**config.mk**
```make
export PLATFORM = sky130hd
export DESIGN_NAME = leds_scanner_multi_flat
export DESIGN_NICKNAME = d
export VERILOG_FILES = /design/src/rtl/leds_pkg.sv /design/src/rtl/leds_scanner_multi_if.sv /design/src/rtl/leds_tick_gen.sv /design/src/rtl/leds_scanner_multi.sv /design/src/flat_wrapper.sv
export SDC_FILE = /design/constraint.sdc
export NUM_CORES = 1
export LEC_CHECK = 0
export CORE_AREA = 2 2 137 86
export DETAILED_ROUTE_END_ITERATION = 8
export DIE_AREA = 0 0 139 88
export PLACE_DENSITY = 0.49
export SYNTH_ARGS = -nofsm -noshare
export SYNTH_HDL_FRONTEND = slang
export SYNTH_SLANG_ARGS = --single-unit
```
**constraint.sdc**
```tcl
create_clock -name clock -period 3.4 [get_ports clock]
set_clock_uncertainty 0.05 [all_clocks]
set_input_delay 0.51 -clock clock [delete_from_list [all_inputs] [get_ports clock]]
set_output_delay 0.51 -clock clock [all_outputs]
set_load 0.02 [all_outputs]
```
**src/rtl/leds_pkg.sv**
```systemverilog
`default_nettype none
// +----------------------------------------------------------------------------+
// | Module   : leds_pkg                                                        |
// | Purpose  : Shared mode encodings and width helper for the LED engine.      |
// | Revision : 1.0 - initial release                                           |
// +----------------------------------------------------------------------------+
package leds_pkg;

    localparam logic [1:0] MODE_BOUNCE = 2'b00;
    localparam logic [1:0] MODE_WRAP   = 2'b01;
    localparam logic [1:0] MODE_FILL   = 2'b10;
    localparam logic [1:0] MODE_BLINK  = 2'b11;

    // Ceiling log2; clog2(1) is 0, so callers size counters for value-1.
    function automatic int clog2(input int value);
        int result;
        result = 0;
        for (int v = value - 1; v > 0; v = v >>> 1) begin
            result = result + 1;
        end
        return result;
    endfunction

endpackage
`default_nettype wire

```
**src/rtl/leds_scanner_multi_if.sv**
```systemverilog
`default_nettype none
// +----------------------------------------------------------------------------+
// | Module   : leds_scanner_multi_if                                           |
// | Purpose  : Control inputs and LED outputs of the pattern engine.           |
// | Revision : 1.0 - initial release                                           |
// +----------------------------------------------------------------------------+
interface leds_scanner_multi_if #(
    parameter int NUM_LEDS = 8
);
    logic                enable;
    logic [1:0]          mode;
    logic [1:0]          speed;
    logic [NUM_LEDS-1:0] leds;
    logic                step_pulse;
    logic                at_end;

    // master: switches / control register side; slave: the LED engine.
    modport master (
        output enable, mode, speed,
        input  leds, step_pulse, at_end
    );

    modport slave (
        input  enable, mode, speed,
        output leds, step_pulse, at_end
    );
endinterface
`default_nettype wire

```
**src/rtl/leds_tick_gen.sv**
```systemverilog
`default_nettype none
// +----------------------------------------------------------------------------+
// | Module   : leds_tick_gen                                                   |
// | Purpose  : Prescaler producing one step tick every max(1, D >> speed).     |
// | Revision : 1.0 - initial release                                           |
// +----------------------------------------------------------------------------+
module leds_tick_gen #(
    parameter int unsigned DELAY_TICKS = 50_000_000,
    parameter int          CNT_W       = 32
) (
    input  logic       clock,
    input  logic       reset_n,
    input  logic       enable,
    input  logic [1:0] speed,
    output logic       tick
);

    localparam logic [CNT_W-1:0] c_delay = CNT_W'(DELAY_TICKS);
    localparam logic [CNT_W-1:0] c_one   = CNT_W'(1);

    logic [CNT_W-1:0] r_cnt;
    logic [CNT_W-1:0] w_shifted;
    logic [CNT_W-1:0] w_period_m1;
    logic             w_tick;

    // A shift to zero clamps the period to one cycle (period-1 = 0).
    // Comparing with >= lets a shortened period fire at once instead of
    // waiting for the counter to wrap.
    always_comb begin
        w_shifted   = c_delay >> speed;
        w_period_m1 = (w_shifted == '0) ? '0 : (w_shifted - c_one);
        w_tick      = enable && (r_cnt >= w_period_m1);
    end

    always_ff @(posedge clock or negedge reset_n) begin
        if (!reset_n) begin
            r_cnt <= '0;
        end else if (w_tick) begin
            r_cnt <= '0;
        end else if (enable) begin
            r_cnt <= r_cnt + c_one;
        end
    end

    assign tick = w_tick;

endmodule
`default_nettype wire

```
**src/rtl/leds_scanner_multi.sv**
```systemverilog
`default_nettype none
// +----------------------------------------------------------------------------+
// | Module   : leds_scanner_multi                                              |
// | Purpose  : LED pattern engine: bounce, wrap, fill bar and blink-all.       |
// | Revision : 1.0 - initial release                                           |
// +----------------------------------------------------------------------------+
module leds_scanner_multi #(
    parameter int          NUM_LEDS    = 8,
    parameter int unsigned DELAY_TICKS = 50_000_000,
    parameter int          CNT_W       = 32
) (
    input  logic                  clock,
    input  logic                  reset_n,
    leds_scanner_multi_if.slave   bus
);
    import leds_pkg::*;

    localparam int POS_W = clog2(NUM_LEDS + 1);
    localparam logic [POS_W-1:0] c_pos_one  = POS_W'(1);
    localparam logic [POS_W-1:0] c_pos_last = POS_W'(NUM_LEDS - 1);
    localparam logic [POS_W-1:0] c_pos_full = POS_W'(NUM_LEDS);
    localparam logic [NUM_LEDS-1:0] c_led0  = NUM_LEDS'(1);

    localparam logic [0:0] DIR_UP   = 1'b0;
    localparam logic [0:0] DIR_DOWN = 1'b1;

    logic                w_tick;
    logic [1:0]          r_mode;
    logic [POS_W-1:0]    r_pos;
    logic [0:0]          r_dir;
    logic [NUM_LEDS-1:0] r_leds;
    logic                r_step_pulse;
    logic                r_at_end;

    logic [POS_W-1:0]    w_pos;
    logic [0:0]          w_dir;
    logic [NUM_LEDS-1:0] w_leds;
    logic                w_at_end;

    function automatic logic [NUM_LEDS-1:0] one_hot(input logic [POS_W-1:0] pos);
        logic [NUM_LEDS-1:0] v;
        for (int i = 0; i < NUM_LEDS; i++) begin
            v[i] = (POS_W'(i) == pos);
        end
        return v;
    endfunction

    function automatic logic [NUM_LEDS-1:0] bar(input logic [POS_W-1:0] level);
        logic [NUM_LEDS-1:0] v;
        for (int i = 0; i < NUM_LEDS; i++) begin
            v[i] = (POS_W'(i) < level);
        end
        return v;
    endfunction

    leds_tick_gen #(
        .DELAY_TICKS (DELAY_TICKS),
        .CNT_W       (CNT_W)
    ) u_tick_gen (
        .clock   (clock),
        .reset_n (reset_n),
        .enable  (bus.enable),
        .speed   (bus.speed),
        .tick    (w_tick)
    );

    // Next pattern state, consumed only on a tick. A mode change restarts
    // the newly selected pattern rather than advancing the old one.
    always_comb begin
        w_pos  = r_pos;
        w_dir  = r_dir;
        w_leds = r_leds;
        if (bus.mode != r_mode) begin
            w_pos = '0;
            w_dir = DIR_UP;
            case (bus.mode)
                MODE_FILL:  w_leds = '0;
                MODE_BLINK: w_leds = '1;
                default:    w_leds = c_led0;
            endcase
        end else begin
            case (r_mode)
                MODE_BOUNCE: begin
                    if (r_dir == DIR_UP) begin
                        w_pos = r_pos + c_pos_one;
                        if (w_pos == c_pos_last) begin
                            w_dir = DIR_DOWN;
                        end
                    end else begin
                        w_pos = r_pos - c_pos_one;
                        if (w_pos == '0) begin
                            w_dir = DIR_UP;
                        end
                    end
                    w_leds = one_hot(w_pos);
                end
                MODE_WRAP: begin
                    w_pos  = (r_pos >= c_pos_last) ? '0 : (r_pos + c_pos_one);
                    w_leds = one_hot(w_pos);
                end
                MODE_FILL: begin
                    w_pos  = (r_pos >= c_pos_full) ? '0 : (r_pos + c_pos_one);
                    w_leds = bar(w_pos);
                end
                default: begin
                    w_leds = ~r_leds;
                end
            endcase
        end
    end

    // The mode register always takes bus.mode on a tick, so the terminal
    // test is made against the incoming mode.
    always_comb begin
        w_at_end = 1'b0;
        case (bus.mode)
            MODE_BOUNCE, MODE_WRAP: w_at_end = (w_pos == c_pos_last);
            MODE_FILL:              w_at_end = (w_pos == c_pos_full);
            default:                w_at_end = (w_leds == '0);
        endcase
    end

    always_ff @(posedge clock or negedge reset_n) begin
        if (!reset_n) begin
            r_mode       <= MODE_BOUNCE;
            r_pos        <= '0;
            r_dir        <= DIR_UP;
            r_leds       <= c_led0;
            r_step_pulse <= 1'b0;
            r_at_end     <= 1'b0;
        end else begin
            r_step_pulse <= w_tick;
            if (w_tick) begin
                r_mode   <= bus.mode;
                r_pos    <= w_pos;
                r_dir    <= w_dir;
                r_leds   <= w_leds;
                r_at_end <= w_at_end;
            end
        end
    end

    assign bus.leds       = r_leds;
    assign bus.step_pulse = r_step_pulse;
    assign bus.at_end     = r_at_end;

endmodule
`default_nettype wire
```
**src/flat_wrapper.sv**
```systemverilog
// flat-port wrapper written by rule: the top's interface ports become plain ports
module leds_scanner_multi_flat import leds_pkg::*;
#(
    parameter int          NUM_LEDS    = 8,
    parameter int unsigned DELAY_TICKS = 50_000_000,
    parameter int          CNT_W       = 32
)
  (clock, reset_n, bus_enable, bus_mode, bus_speed, bus_leds, bus_step_pulse, bus_at_end);
  leds_scanner_multi_if #(.NUM_LEDS(NUM_LEDS)) bus_i ();
  input  logic clock;
  input  logic reset_n;
  input wire logic [$bits(bus_i.enable)-1:0] bus_enable;
  input wire logic [$bits(bus_i.mode)-1:0] bus_mode;
  input wire logic [$bits(bus_i.speed)-1:0] bus_speed;
  output wire logic [$bits(bus_i.leds)-1:0] bus_leds;
  output wire logic [$bits(bus_i.step_pulse)-1:0] bus_step_pulse;
  output wire logic [$bits(bus_i.at_end)-1:0] bus_at_end;
  assign bus_i.enable = bus_enable;
  assign bus_i.mode = bus_mode;
  assign bus_i.speed = bus_speed;
  assign bus_leds = bus_i.leds;
  assign bus_step_pulse = bus_i.step_pulse;
  assign bus_at_end = bus_i.at_end;
  leds_scanner_multi #(.NUM_LEDS(NUM_LEDS), .DELAY_TICKS(DELAY_TICKS), .CNT_W(CNT_W)) u_core (.clock(clock), .reset_n(reset_n), .bus(bus_i));
endmodule
```
## Word-level counts from Yosys, hierarchy flattened

Cells that the tools add are included.

| word-level totals | value |
|---|---|
| register bits | 49 |
| input port bits | 7 |
| output and inout bits | 10 |
| word-level logic and storage cells | 78 |

| operators by class | value |
|---|---|
| $add $sub $neg | 4 |
| $lt $le $gt $ge | 11 |
| eq/ne operators | 23 |
| shift-type cells | 1 |
| mux-type cells | 19 |
| bitwise gates (word level) | 1 |
| reduce and logical (&&, ||, !) cells | 12 |

Operator list:

| kind | count |
|---|---|
| two-way mux 32 bit | 3 |
| adder 32 x 1 -> 32 bit (second input constant) | 1 |
| equality test 3 x 4 -> 1 bit (first input constant) | 8 |
| greater-or-equal comparator 32 bit | 1 |
| zero test 32 bit | 1 |
| >> shifter 26 x 2 -> 32 bit (first input constant) | 1 |
| subtractor 32 x 1 -> 32 bit (second input constant) | 1 |
| two-way mux 4 bit | 6 |
| case mux 8 bit (3 select lines) | 1 |
| equality test 2 x 4 -> 1 bit (first input constant) | 4 |
| less-than comparator 3 x 4 -> 1 bit (first input constant) | 4 |
| case mux 8 bit (2 select lines) | 1 |
| zero test 4 bit | 3 |
| case mux 4 bit (3 select lines) | 1 |
| equality test 1 x 4 -> 1 bit (first input constant) | 2 |
| equality test 4 x 3 -> 1 bit (second input constant) | 2 |
| zero test 8 bit | 1 |
| less-than comparator 1 x 4 -> 1 bit (first input constant) | 2 |
| less-than comparator 2 x 4 -> 1 bit (first input constant) | 2 |
| two-way mux 8 bit | 1 |
| NOT 8 bit | 1 |
| equality test 2 bit (second input constant) | 3 |
| two-way mux 1 bit | 5 |
| adder 4 x 1 -> 4 bit (second input constant) | 1 |
| other kinds (12) | 15 |

## Depth between registers and ports, before layout

| depth | value |
|---|---|
| depth in word-level cells | 9 |
| mapped depth | 14 |
| mapped depth without buffers | 12 |

## Hierarchy

From an unflattened synthesis, not the netlist that was laid out.

| unflattened totals | value |
|---|---|
| cells, all modules | 447 |
| area total of the unflattened synthesis | 3856.2 um2 |

Modules (own cells, without submodules):

| module | instances | cells each | area each (um2) | seq. area each (um2) |
|---|---|---|---|---|
| leds_tick_gen | 1 | 251 | 2309.7 | 800.8 |
| leds_scanner_multi | 1 | 196 | 1546.5 | 426.7 |

## Worst setup path after synthesis

Ideal clock, no wire load.

| path | value |
|---|---|
| kind | input to register |
| from | input port bus_speed[0] |
| to | register u_core.r_leds[5] (netlist: u_core.bus.leds[5]) |
| setup time | 0.125 ns |
| data arrival time | 2.884 ns |
| required time | 3.225 ns |
| path slack | 0.341 ns |
| cell stages on the path | 11 |
| path buffers | 1 |
| path through | nor2_1 > inv_1 > ha_1 > nand2_1 > or4_4 > or4b_1 > o211ai_1 > a31o_4 > and2_4 > buf_6 > mux2_2 |

| between the ends | value |
|---|---|
| cells in the longest elaborated chain, start to end | 5 |
| elaborated cells between the ends (all ways) | 6 |
| classes of those cells | add/sub (1); order compare (1); shift (1); mux (1); reduce/logical (2) |

RTL lines:

| item | line | text |
|---|---|---|
| start, declared | flat_wrapper.sv:14 | `input wire logic [$bits(bus_i.speed)-1:0] bus_speed;` |
| >> shifter 26 x 2 -> 32 bit (*) | leds_tick_gen.sv:30 | `w_shifted = c_delay >> speed;` |
| subtractor 32 x 1 -> 32 bit / zero test 32 bit (equally long branches) | leds_tick_gen.sv:31 | `w_period_m1 = (w_shifted == '0) ? '0 : (w_shifted - c_one);` |
| two-way mux 32 bit (*) | leds_tick_gen.sv:31 |  |
| greater-or-equal comparator 32 bit (*) | leds_tick_gen.sv:32 | `w_tick = enable && (r_cnt >= w_period_m1);` |
| logical AND 1 bit (*) | leds_tick_gen.sv:32 |  |
| end signal, assigned | leds_scanner_multi.sv:128 | `r_leds <= c_led0;` |
| end signal, assigned | leds_scanner_multi.sv:137 | `r_leds <= w_leds;` |
| end, declared | leds_scanner_multi.sv:31 | `logic [NUM_LEDS-1:0] r_leds;` |

Every way passes the cells marked *; elsewhere a longest branch is shown, timed or not.
A chain may end at the register's enable or synchronous reset.

## Worst setup path in the final report

Same ends and word-level chain as after synthesis.

==> summary.txt <==
Detailed routing
  – Drt total wl: 10,200 µm
  – DRC Markers: 0
  – Routed vias/inst: 5.25
  – 1st-pass router iterations: 5
  – Antenna viol nets, final: 0
  – Routed WL per cell: 16.2 µm
  – Initial drt markers: 262
  – Vias post-DR: 3,304

GRT
  – Pin count of the biggest net entering global routing: 32
  – First-pass GRT wire length: 16,900 µm
  – Grt total ovfl: 0
  – Vias in the first global route: 3,046
  – Initial antenna violation count: 0
  – GRT Overall Usage: 17.6%

Timing
  – FMAX: 309 MHz
  – Final setup vio count: 0
  – Final period util: 95.2%
  – Tmin final: 3.24 ns
  – Slew headroom: 51.9%
  – RSZ-0062 raised after global routing: no
  – Slew Viols, Final: 0
  – Hold Fails Final Rpt: 0
  – Worst-Margin Slew: 0.722 ns

Worst setup path
  – Cell family with most CP delay: simple AND/OR/NAND/NOR gates
  – Critical-path top delay cell: or4b_1
  – Worst EP required: 3.53 ns
  – FF-to-FF setup slack: 0.36 ns
  – CP max FO: 13
  – Worst setup SP type: input port
  – RR Startpoint: u_core.r_pos[0]
  – CP startpoint: bus_speed[0]
  – CP peak stage delay: 0.52 ns
  – Setup crit end: u_core.bus.leds[5]
  – Path depth of the worst reg2reg path: 10
  – Critical path arrival: 3.37 ns
  – Reg2reg end: u_core.bus.at_end
  – CP Buf/Inv Count: 2
  – CP Capture Type: register
  – Crit path depth: 11
  – CP Cell Sequence: clkdlybuf4s50_1 > nor2_1 > inv_1 > ha_1 > nand2_1 > or4_4 > or4b_1 > o211ai_1 > a31o_4 > and2_4 > mux2_2
  – Crit Path Class: in2reg

Power and ir drop
  – PD cells: 344 nW/µm²
  – Static leakage: 2.04 nW
  – Peak supply drop: 0.305 mV
  – Total power: 1.53 mW

Clocking
  – Cts-stage hold buffer count: 0
  – CTS tree: built
  – Clock buffer depth: 2
  – Worst-path clk slew: 0.07 ns
  – CTS resizes: 0
  – Skew-Pair Late Insertion Delay: 0.29 ns
  – CTS Buf Count: 5
  – Clock root buffer: clkbuf_16
  – Setup Buffers After CTS: 0
  – H-Tree Depth: 2
  – CTS sink cnt: 49

Floorplanning
  – Die height: 88 µm
  – Initial Utilization: 34.1%
  – Core ar.: 11,000 µm²
  – # IOs: 17
  – Chip width: 139 µm
  – Die area: 12,200 µm²
  – Row count: 30

Hold path
  – Hold crit path type: in2async

Logic synthesis
  – Synth cell types: 58
  – Cells after Synth: 443
  – Mapped Area: 3730 µm²
  – EDFF count, synth: 0
  – Synth Register Bits: 49
  – Ys async rst share: 100%
  – Post-synthesis sequential area ratio: 32.9%
  – Main synth FF type: dfrtp_1
  – Avg Cell Area, Syn: 8.43 µm²
  – Yosys warns: 0

Placement
  – Post-DP HPWL: 7960 µm
  – Routability congestion estimate: 0.959
  – Placed Instance Area: 4240 µm²
  – Number of port buffers: 16

Flow run
  – Max-cap violations: 0

Cells and area
  – NumNets Final: 520
  – Area Overhead vs Synth: 18.6%
  – Share of cells above drive strength 1: 11.8%
  – Final instance area: 4430 µm²
  – Number of inserted diodes: 0

Run status
  – Status: finished clean
-- worst min-delay path by stage --
stage,end,slack [ns],cells after the start
6_report,u_core.u_tick_gen.r_cnt[17],0.22,1
5_1_grt,u_core.u_tick_gen.r_cnt[17],0.29,1
4_1_cts,u_core.u_tick_gen.r_cnt[17],0.25,1
3_5_place_dp,u_core.u_tick_gen.r_cnt[2],0.50,1
3_3_place_gp,u_core.u_tick_gen.r_cnt[2],0.49,1
2_1_floorplan,u_core.bus.at_end,0.16,0
-- placed cells by master, fill, tap and decap left out, types with 7 or more instances in the layout --
cell | netlist | layout
nand3_1 | 20 | 20
nand4_1 | 9 | 9
nand2_1 | 37 | 37
a21oi_1 | 26 | 26
and3_1 | 9 | 9
xor2_1 | 19 | 19
xnor2_1 | 15 | 15
and4_1 | 7 | 7
nor3_1 | 13 | 13
buf_4 | 0 | 36
nor2_1 | 60 | 60
ha_1 | 29 | 29
o21ai_0 | 19 | 19
a211oi_1 | 7 | 7
inv_1 | 19 | 19
clkdlybuf4s50_1 | 0 | 15
dfrtp_1 | 48 | 48
-- Yosys cell counts (4+ instances only) --
library cell	n	area, µm²
nand4_1	9	56.3
or3_1	4	25.0
ha_1	29	363
nor2_1	60	225
clkbuf_1	15	56.3
nor4_1	5	31.3
nand2_1	37	139
a21o_1	4	30.0
and4_1	7	61.3
nor3_1	13	65.1
a21oi_1	26	130
mux2i_1	6	60.1
buf_6	4	45.0
o21ai_0	19	95.1
dfrtp_1	48	1200
xnor2_1	15	131
a211oi_1	7	52.6
o211ai_1	4	30.0
inv_1	19	71.3
and3_1	9	56.3
nand3_1	20	100
mux2_2	5	56.3
xor2_1	19	166
nand2b_1	5	31.3
-- per-stage QoR --
stage	util [%]	hold WS (ns)	setup TNS, ns	instances	setup WS (ns)
6_report	40.4	0.220	0	629	0.163
5_1_grt	40.4	0.290	0	629	0.00325
4_1_cts	40.4	0.247	0	629	0.164
3_5_place_dp	38.7	0.500	-4.03	621	-0.132
3_3_place_gp	38.7	0.486	-1.87	621	-0.0790
2_1_floorplan	-	0.164	0	447	0.341
-- cell families after synthesis --
group	share of synthesized area [%]
buf+inv	5.53
flops	32.9
mux	3.12
simple gates	24.3
xor+xnor	7.97
other cells	0.201
compound gates	16.1
fa+ha+maj	9.98
-- power by group --
group          switching, mW  total [mW]  internal, mW  leakage (nW)
Combinational          0.111       0.206        0.0956          1.32
Sequential            0.0549       0.678         0.623         0.631
Clock                  0.221       0.641         0.420        0.0938
Total                  0.387        1.53          1.14          2.04
-- flip-flops by register name, indices dropped and copies added, names as in the netlist --
signal                   cells
u_core.bus.at_end            1
u_core.bus.leds              8
u_core.bus.step_pulse        1
u_core.r_dir                 1
u_core.r_mode                2
u_core.r_pos                 4
u_core.u_tick_gen.r_cnt     32
-- worst reg2reg max path: stages, from the launching register on --
cell	delay, ns
dfrtp_1	0.46
buf_4	0.22
or4b_1	0.52
o21ai_0	0.14
xnor2_1	0.20
a31oi_1	0.37
o22ai_1	0.16
nor4_1	0.33
buf_4	0.18
nand4b_1	0.11
a31oi_1	0.21
-- per-layer routing --
metal  wire (µm)  global-route usage, %  vias to the layer above
met5           0                      0                        -
met4          51                   2.20                        0
met3         746                   5.30                        9
met2        3620                   21.9                       94
met1        5780                   29.0                     1546
li1            -                      -                     1655
-- final cells by class --
type / count / area [µm²]
Sequential cell: 49 / 1230
Clock inverter: 3 / 65.1
Clock buffer: 5 / 125
Tap cell: 144 / 180
Multi-Input combinational cell: 356 / 2320
Fill cell: 1107 / 6530
Inverter: 19 / 71.3
Timing Repair Buffer: 53 / 445
Note: power is estimated with default switching activity, not from simulation.
